[src/rtl/pcie_dispatch_arbiter.sv]
// Pops words from one upstream FIFO and forwards each to one of NUM_CH downstream FIFOs,
// either round-robin skipping almost-full channels (MODE 0) or by an in-word destination (MODE 1).
module pcie_dispatch_arbiter #(
  parameter int NUM_CH   = 4,
  parameter int DATA_W   = 12,
  parameter int MODE     = 0,
  parameter int DEST_LSB = 10,
  parameter int STALL_W  = 16
) (
  input  logic                clk,
  input  logic                reset,
  input  logic                empty,
  input  logic [DATA_W-1:0]   data_in,
  input  logic [NUM_CH-1:0]   almost_full,
  output logic                pop,
  output logic [NUM_CH-1:0]   push,
  output logic [DATA_W-1:0]   data_out,
  output logic                dest_err,
  output logic [STALL_W-1:0]  stall_cnt
);

  localparam int CW = (NUM_CH > 1) ? $clog2(NUM_CH) : 1;
  localparam int NP = 1 << CW;
  localparam logic [CW:0]   NUM_CH_L = (CW+1)'(NUM_CH);
  localparam logic [CW-1:0] LAST_CH  = CW'(NUM_CH - 1);

  typedef enum logic [1:0] {S_IDLE, S_WAIT, S_CAPTURE, S_BLOCKED} state_t;

  function automatic logic [STALL_W-1:0] sat_inc(input logic [STALL_W-1:0] v);
    return (&v) ? v : v + 1'b1;
  endfunction

  function automatic logic [CW-1:0] ch_inc(input logic [CW-1:0] c);
    return (c == LAST_CH) ? '0 : c + 1'b1;
  endfunction

  // Returns {found, channel}: first channel at or after start that is not almost full.
  function automatic logic [CW:0] rr_scan(input logic [NUM_CH-1:0] af,
                                          input logic [CW-1:0]     start);
    logic          found;
    logic [CW-1:0] c;
    logic [CW-1:0] sel;
    found = 1'b0;
    sel   = '0;
    c     = start;
    for (int i = 0; i < NUM_CH; i++) begin
      if (!found && !af[c]) begin
        found = 1'b1;
        sel   = c;
      end
      c = ch_inc(c);
    end
    return {found, sel};
  endfunction

  state_t              state_q, state_d;
  logic [CW-1:0]       rr_q, rr_d;
  logic [DATA_W-1:0]   hold_q, hold_d;
  logic [DATA_W-1:0]   data_out_q, data_out_d;
  logic                pop_q, pop_d;
  logic                dest_err_q, dest_err_d;
  logic [NUM_CH-1:0]   push_q, push_d;
  logic [STALL_W-1:0]  stall_q, stall_d;

  logic [DATA_W-1:0]   src;
  logic [CW-1:0]       dest;
  logic [NP-1:0]       af_ext;
  logic [CW:0]         scan;
  logic [CW-1:0]       tgt;
  logic                tgt_free;
  logic                tgt_bad;
  logic                do_push;
  logic                go_on;

  // Target selection: CAPTURE looks at the fresh FIFO word, BLOCKED at the held one.
  always_comb begin
    src    = (state_q == S_CAPTURE) ? data_in : hold_q;
    dest   = src[DEST_LSB +: CW];
    af_ext = NP'(almost_full);
    scan   = rr_scan(almost_full, rr_q);
    if (MODE == 0) begin
      tgt      = scan[CW-1:0];
      tgt_bad  = 1'b0;
      tgt_free = scan[CW];
    end else begin
      tgt      = dest;
      tgt_bad  = ({1'b0, dest} >= NUM_CH_L);
      tgt_free = !tgt_bad && !af_ext[dest];
    end
  end

  always_comb begin
    state_d    = state_q;
    rr_d       = rr_q;
    hold_d     = hold_q;
    data_out_d = data_out_q;
    stall_d    = stall_q;
    pop_d      = 1'b0;
    push_d     = '0;
    dest_err_d = 1'b0;
    do_push    = 1'b0;
    go_on      = 1'b0;

    case (state_q)
      S_IDLE: begin
        if (!empty) begin
          pop_d   = 1'b1;
          state_d = S_WAIT;
        end
      end
      S_WAIT: state_d = S_CAPTURE;
      S_CAPTURE: begin
        hold_d = data_in;
        if (tgt_bad) begin
          dest_err_d = 1'b1;
          go_on      = 1'b1;
        end else if (tgt_free) begin
          do_push = 1'b1;
          go_on   = 1'b1;
        end else begin
          state_d = S_BLOCKED;
        end
      end
      S_BLOCKED: begin
        stall_d = sat_inc(stall_q);
        if (tgt_free) begin
          do_push = 1'b1;
          go_on   = 1'b1;
        end
      end
      default: state_d = S_IDLE;
    endcase

    if (do_push) begin
      push_d     = {{(NUM_CH-1){1'b0}}, 1'b1} << tgt;
      data_out_d = src;
      rr_d       = ch_inc(tgt);
    end
    // Back-to-back: a non-empty FIFO is popped in the same cycle the word leaves.
    if (go_on) begin
      if (!empty) begin
        pop_d   = 1'b1;
        state_d = S_WAIT;
      end else begin
        state_d = S_IDLE;
      end
    end
  end

  always_ff @(posedge clk) begin
    if (!reset) begin
      state_q    <= S_IDLE;
      rr_q       <= '0;
      hold_q     <= '0;
      data_out_q <= '0;
      pop_q      <= 1'b0;
      push_q     <= '0;
      dest_err_q <= 1'b0;
      stall_q    <= '0;
    end else begin
      state_q    <= state_d;
      rr_q       <= rr_d;
      hold_q     <= hold_d;
      data_out_q <= data_out_d;
      pop_q      <= pop_d;
      push_q     <= push_d;
      dest_err_q <= dest_err_d;
      stall_q    <= stall_d;
    end
  end

  assign pop       = pop_q;
  assign push      = push_q;
  assign data_out  = data_out_q;
  assign dest_err  = dest_err_q;
  assign stall_cnt = stall_q;

endmodule

[config.mk]
export PLATFORM = sky130hd
export DESIGN_NAME = pcie_dispatch_arbiter
export DESIGN_NICKNAME = d
export VERILOG_FILES = /design/src/rtl/pcie_dispatch_arbiter.sv
export SDC_FILE = /design/constraint.sdc
export NUM_CORES = 1
export LEC_CHECK = 0
export ABC_AREA = 1
export CORE_ASPECT_RATIO = 1.4
export CORE_MARGIN = 4
export CORE_UTILIZATION = 35
export CTS_CLUSTER_DIAMETER = 100
export DETAILED_ROUTE_END_ITERATION = 8
export GPL_TIMING_DRIVEN = 0
export SETUP_SLACK_MARGIN = 0.4
export SYNTH_ARGS = -nofsm -noshare
export SYNTH_HDL_FRONTEND = slang
export SYNTH_SLANG_ARGS = --single-unit
[constraint.sdc]
create_clock -name clk -period 1.85 [get_ports clk]
set_clock_uncertainty 0.15 [all_clocks]
set_input_delay 0.37 -clock clk [delete_from_list [all_inputs] [get_ports clk]]
set_output_delay 0.37 -clock clk [all_outputs]
set_load 0.005 [all_outputs]
# After elaboration in Yosys (flattened, before gate mapping)
# Index checks and enable logic that the tools add are counted.
[op_classes]
shift = 1
bitwise = 1
n_eq_ne = 9
mul = 0
reduce_logical = 15
n_mux = 32
n_addsub = 5
n_div = 0
n_lt_le_gt_ge = 4
[ops]
columns = ["op", "n"]
rows = [
  ["2-bit two-way mux", 11],
  ["16-bit by 1-bit adder with 16-bit output, second input constant", 1],
  ["16-bit AND reduction", 1],
  ["1-bit two-way mux", 15],
  ["2-bit equality test, second input constant", 6],
  ["2-bit by 3-bit less-than comparator with 1-bit output, second input constant", 4],
  ["12-bit two-way mux", 1],
  ["2-bit by 1-bit adder with 2-bit output, second input constant", 4],
  ["1-bit binary-select mux with 2-bit select", 4],
  ["3-bit inequality test, second input constant", 2],
  ["2-bit one-hot mux with 3 select lines", 1],
  ["1-bit zero test", 5],
  ["2-bit AND reduction", 2],
  ["4-bit nonzero test", 1],
  ["1-bit by 2-bit << shifter with 4-bit output, first input constant", 1],
  ["1-bit logical AND", 3],
  ["3-bit AND reduction", 1],
  ["2-bit by 1-bit equality test with 1-bit output, second input constant", 1],
  ["2-bit zero test", 1],
  ["2-bit OR reduction", 1],
  ["1-bit NOT", 1],
]
[word_totals]
input_bits = 19
word_cells = 74
rom_bits = 0
latchBits = 0
output_inout_bits = 34
mem_count = 0
regBits = 49
mem_bits_rw = 0

# Depth between registers and ports, before layout
[logic_depth]
word_depth = 17
ltp_mapped = 13
ltp_nobuf = 13

# Worst setup path before layout
# Ideal clock, no wire load.
[synth_timing]
kind = "reg-to-reg"
start = "register rr_q[0]"
end = "register data_out_q[3], in the netlist data_out[3]"
path_slack_ns = -0.009
n_path_buf = 1
synth_period_minus_slack_ns = 1.859
stages_incl_launch_ff = 12
setup_time_ns = 0.114
required_time_ns = 1.586
arrival_time_ns = 1.595
cell_sequence = "dfxtp_1 ha_1 inv_1 nand3_1 nand2_1 nor2_4 nand3_2 nand2_4 inv_2 buf_4 nor2_1 nor2_1"
[synth_between]
elab_chain_cells = 15
word_cells_on_any_way = 31
cone_classes = "add/sub: 3; eq/ne: 3; mux: 17; reduce/logical: 8"
[synth_lines]
columns = ["element", "line_no", "source"]
rows = [
  ["start: declaration", "57", "logic [CW-1:0] rr_q, rr_d;"],
  ["start signal: assignment", "162", "rr_q <= rr_d;"],
  ["branches (longest 12 deep; another with 2-bit by 1-bit adder with 2-bit output)", "-", ""],
  ["1-bit two-way mux (*)", "47", "if (!found && !af[c]) begin"],
  ["1-bit two-way mux (*)", "117, 126", ""],
  ["1-bit two-way mux (*)", "-", ""],
  ["end signal: assignment", "164", "data_out_q <= data_out_d;"],
  ["end: declaration", "59", "logic [DATA_W-1:0] data_out_q, data_out_d;"],
]
# Every way passes the cells marked *. The select of a mux whose other input is x is not followed.
# A chain may end at the register's enable or synchronous reset.

# Final worst setup path
[layout_timing]
start = "register rr_q[1]"
end = "register pop_q, in the netlist pop"
[layout_between]
elab_chain_cells = 16
word_cells_on_any_way = 32
cone_classes = "add/sub: 3; eq/ne: 3; mux: 18; reduce/logical: 8"
[layout_lines]
columns = ["element", "line_no", "source"]
rows = [
  ["branches (longest 12 deep; another with 2-bit by 1-bit adder with 2-bit output)", "-", ""],
  ["1-bit two-way mux (*)", "47", ""],
  ["1-bit two-way mux (*)", "117, 126", ""],
  ["1-bit two-way mux (*)", "-", ""],
  ["1-bit two-way mux (*)", "140", "if (go_on) begin"],
  ["end signal: assignment", "165", "pop_q <= pop_d;"],
  ["end: declaration", "60", "logic pop_q, pop_d;"],
]
# Marks and branches as above.

==> results.toml <==
[setup_path]
critPathMaxFanout = 6
cp-end-kind = "flop"
path_common_cell = "nand3_4"
critPathBufInv = 3
cp-start-kind = "flop"
arrival_ps = 1880
path_cells = "ha_4 -> inv_6 -> nand3_4 -> nand2_4 -> nor2_4 -> nand3_4 -> nand2_8 -> inv_8 -> buf_4 -> o21ai_2 -> nor2_1"
slowest_stage = "dfxtp_4"
slowest_delay_ps = 380
required_ps = 1900
crit_family = "simple AND/OR/NAND/NOR gates"
setup.worst_path.class = "flop to flop"

[timing]
fin_crit_sh = 0.991
setup_ws_ps = 16.9
period_minus_slack_ps = 1830
rsz0062_at_grt = "true"
maxSlewViolCount = 0
finalSetupViolCount = 0
max_freq_mhz = 546
finalHoldViolCount = 0
tns_ps = 0

[place]
dpl_cell_area_sq_um = 3140
placed_cells = 482
port_buffers = 51
place.gp.congestion = 0.878
place_ws_ps = -460
dp_hpwl_microns = 4400

[cts]
root_buffer = "clkbuf_8"
cts_inserted_buffers = 5
ctsHoldBuffers = 0
cts_buffer_depth = 2
clock_latency_ps = 300
clock_sinks = 49
cts_tree = "built"
cts_max_level = 2
clkSlewWorstSetupHoldPaths_ps = 90

[min_path]
hold_class = "flop to flop"

[routing]
finalWirelength_microns = 7010
drc = 0
first_iter_violations = 114
num_vias = 2574
first_pass_iters = 4
avgViaCountPerCell = 4.79
ant_nets = 0
wire_per_inst_microns = 13.1

[die]
coreArea_sq_um = 6660
placementRows = 35
io_pins = 53
die_h_microns = 107
start_util = 0.364
dieArea_sq_um = 8350
dieWidth_microns = 78.4

[global_routing]
grt_overflow = 0
grt_pass1_vias = 2539
grt_usage = 0.168
grt_pass1_wl_microns = 11300
antenna_found_initial = 0
grt_max_degree = 15

[power]
swShare = 0.404
power_frac_seq = 0.306
leakagePower_nw = 1.73
total_power_mw = 4.94
p_comb_frac = 0.554
ir_drop_mv = 0.658
clkPwrFrac = 0.141
power_density_nw_per_um2 = 1230
p_sw_mw = 2.00
p_int_mw = 2.94

[synth]
ys_seq_area_frac = 0.404
syn_area_per_cell_sq_um = 7.16
synth_nets = 365
synthCells = 339
ys_warn_count = 0
netlist_area_sq_um = 2430
yosysUniqueCellTypes = 28
synth-seq-cells = 49

[run]
cap_violations = 0

[final_layout]
syn2layout_area_growth_pct = 65.2
finalNetCount = 470
antenna_cells = 0
drive_gt1_frac = 0.429
finalNonFillerCells = 537
fillers = 637
finalInstanceArea_sq_um = 4010

[outcome]
outcome = "completed"
==> worst register-to-register path, stage by stage, from the launching register on <==
cell and delay (ps):
dfxtp_4 380, ha_4 320, inv_6 60, nand3_4 60, nand2_4 60, nor2_4 150, nand3_4 130, nand2_8 110
inv_8 50, buf_4 130, o21ai_2 100, nor2_1 40
==> flip-flops by register name, summed over array words and instances (netlist names) <==
signal     flops
rr_q           2
pop            1
data_out      12
stall_cnt     16
push           4
state_q        2
hold_q        12
==> metal layers <==
layer / global-route usage / vias up / wire length, microns
met2: 0.301 / 69 / 3720
met3: 0.0373 / 11 / 346
met4: 0.0700 / 0 / 151
li1: - / 1296 / -
met1: 0.189 / 1198 / 2790
met5: 0 / - / 0
==> stage by stage <==
stage,hold WS (ps),util
floorplan,292,-
global placement,316,0.471
detailed placement,326,0.471
CTS,337,0.564
global route,357,0.602
finish,325,0.602
==> cell type report <==
| class | count | area [sq um] | share of cell area |
|---|---|---|---|
| clock inverters | 1 | 5.00 | 0.00125 |
| plain buffers | 12 | 121 | 0.0303 |
| flip-flops and latches | 49 | 1050 | 0.262 |
| well taps | 92 | 115 | 0.0287 |
| multi-input cells | 251 | 1600 | 0.398 |
| clock buffers | 7 | 96.3 | 0.0240 |
| inverters | 27 | 114 | 0.0284 |
| repair buffers | 98 | 908 | 0.227 |
==> final timing paths <==
| kind | slack (ps) | to | from | cells after the start |
|---|---|---|---|---|
| max | 20 | pop | rr_q[1] | 11 |
| min | 320 | data_out[1] | data_out[1] | 2 |
| max reg2reg | 20 | pop | rr_q[1] | 11 |
| min reg2reg | 320 | data_out[1] | data_out[1] | 2 |
==> cells in the final DEF, fill, tap and decap left out, drive strengths merged, types with 7 or more instances in the layout <==
master	count
a21oi	25
buf	57
clkbuf	14
clkdlybuf4s15	11
clkdlybuf4s50	18
dfxtp	49
dlygate4sd2	17
ha	7
inv	27
nand2	74
nand3	27
nor2	74
o21ai	21
xor2	7
==> kinds of logic after synthesis <==
group           count (synthesis)  synth area share
simple gates                  185             0.335
flops                          49             0.404
compound gates                 48             0.114
buf+inv                        39            0.0727
xor+xnor                       10            0.0361
fa+ha+maj                       7            0.0361
other cells                     1           0.00155
==> cell usage after synthesis <==
master | instances | share of area
nor2_1 | 71 | 0.11
nand2_1 | 63 | 0.097
dfxtp_1 | 49 | 0.40
nand3_1 | 25 | 0.052
inv_1 | 24 | 0.037
o21ai_0 | 20 | 0.041
a21oi_1 | 18 | 0.037
nand2_2 | 10 | 0.026
a21oi_2 | 7 | 0.025
clkbuf_1 | 7 | 0.011
ha_1 | 7 | 0.036
xor2_1 | 7 | 0.025
nor3_1 | 6 | 0.012
buf_4 | 3 | 0.0093
inv_2 | 3 | 0.0046
nor2_4 | 3 | 0.014
xnor2_1 | 3 | 0.011
nand3_2 | 2 | 0.0083
nor3b_1 | 2 | 0.0062
a41oi_1 | 1 | 0.0036
buf_6 | 1 | 0.0046
buf_8 | 1 | 0.0062
conb_1 | 1 | 0.0015
nand2_4 | 1 | 0.0046
nand4_1 | 1 | 0.0026
o21ai_2 | 1 | 0.0036
o31ai_1 | 1 | 0.0031
or2_2 | 1 | 0.0026
==> power groups by stage <==
stage	logic, mW	registers (mW)	clock network, mW
floorplan	1.24	1.50	0
global placement	1.83	1.50	0
detailed placement	1.84	1.50	0
CTS	2.34	1.50	0.713
global route	2.99	1.54	0.755
finish	2.73	1.51	0.696
==> what timing repair did <==
item	in CTS	in global routing
buffers inserted	36	7
endpoints found under the hold margin	0	0
endpoints found under the setup margin	80	66
resized for setup	133	68
cloned	3	1
pin swaps	14	11
(Power assumes the default switching activity.)
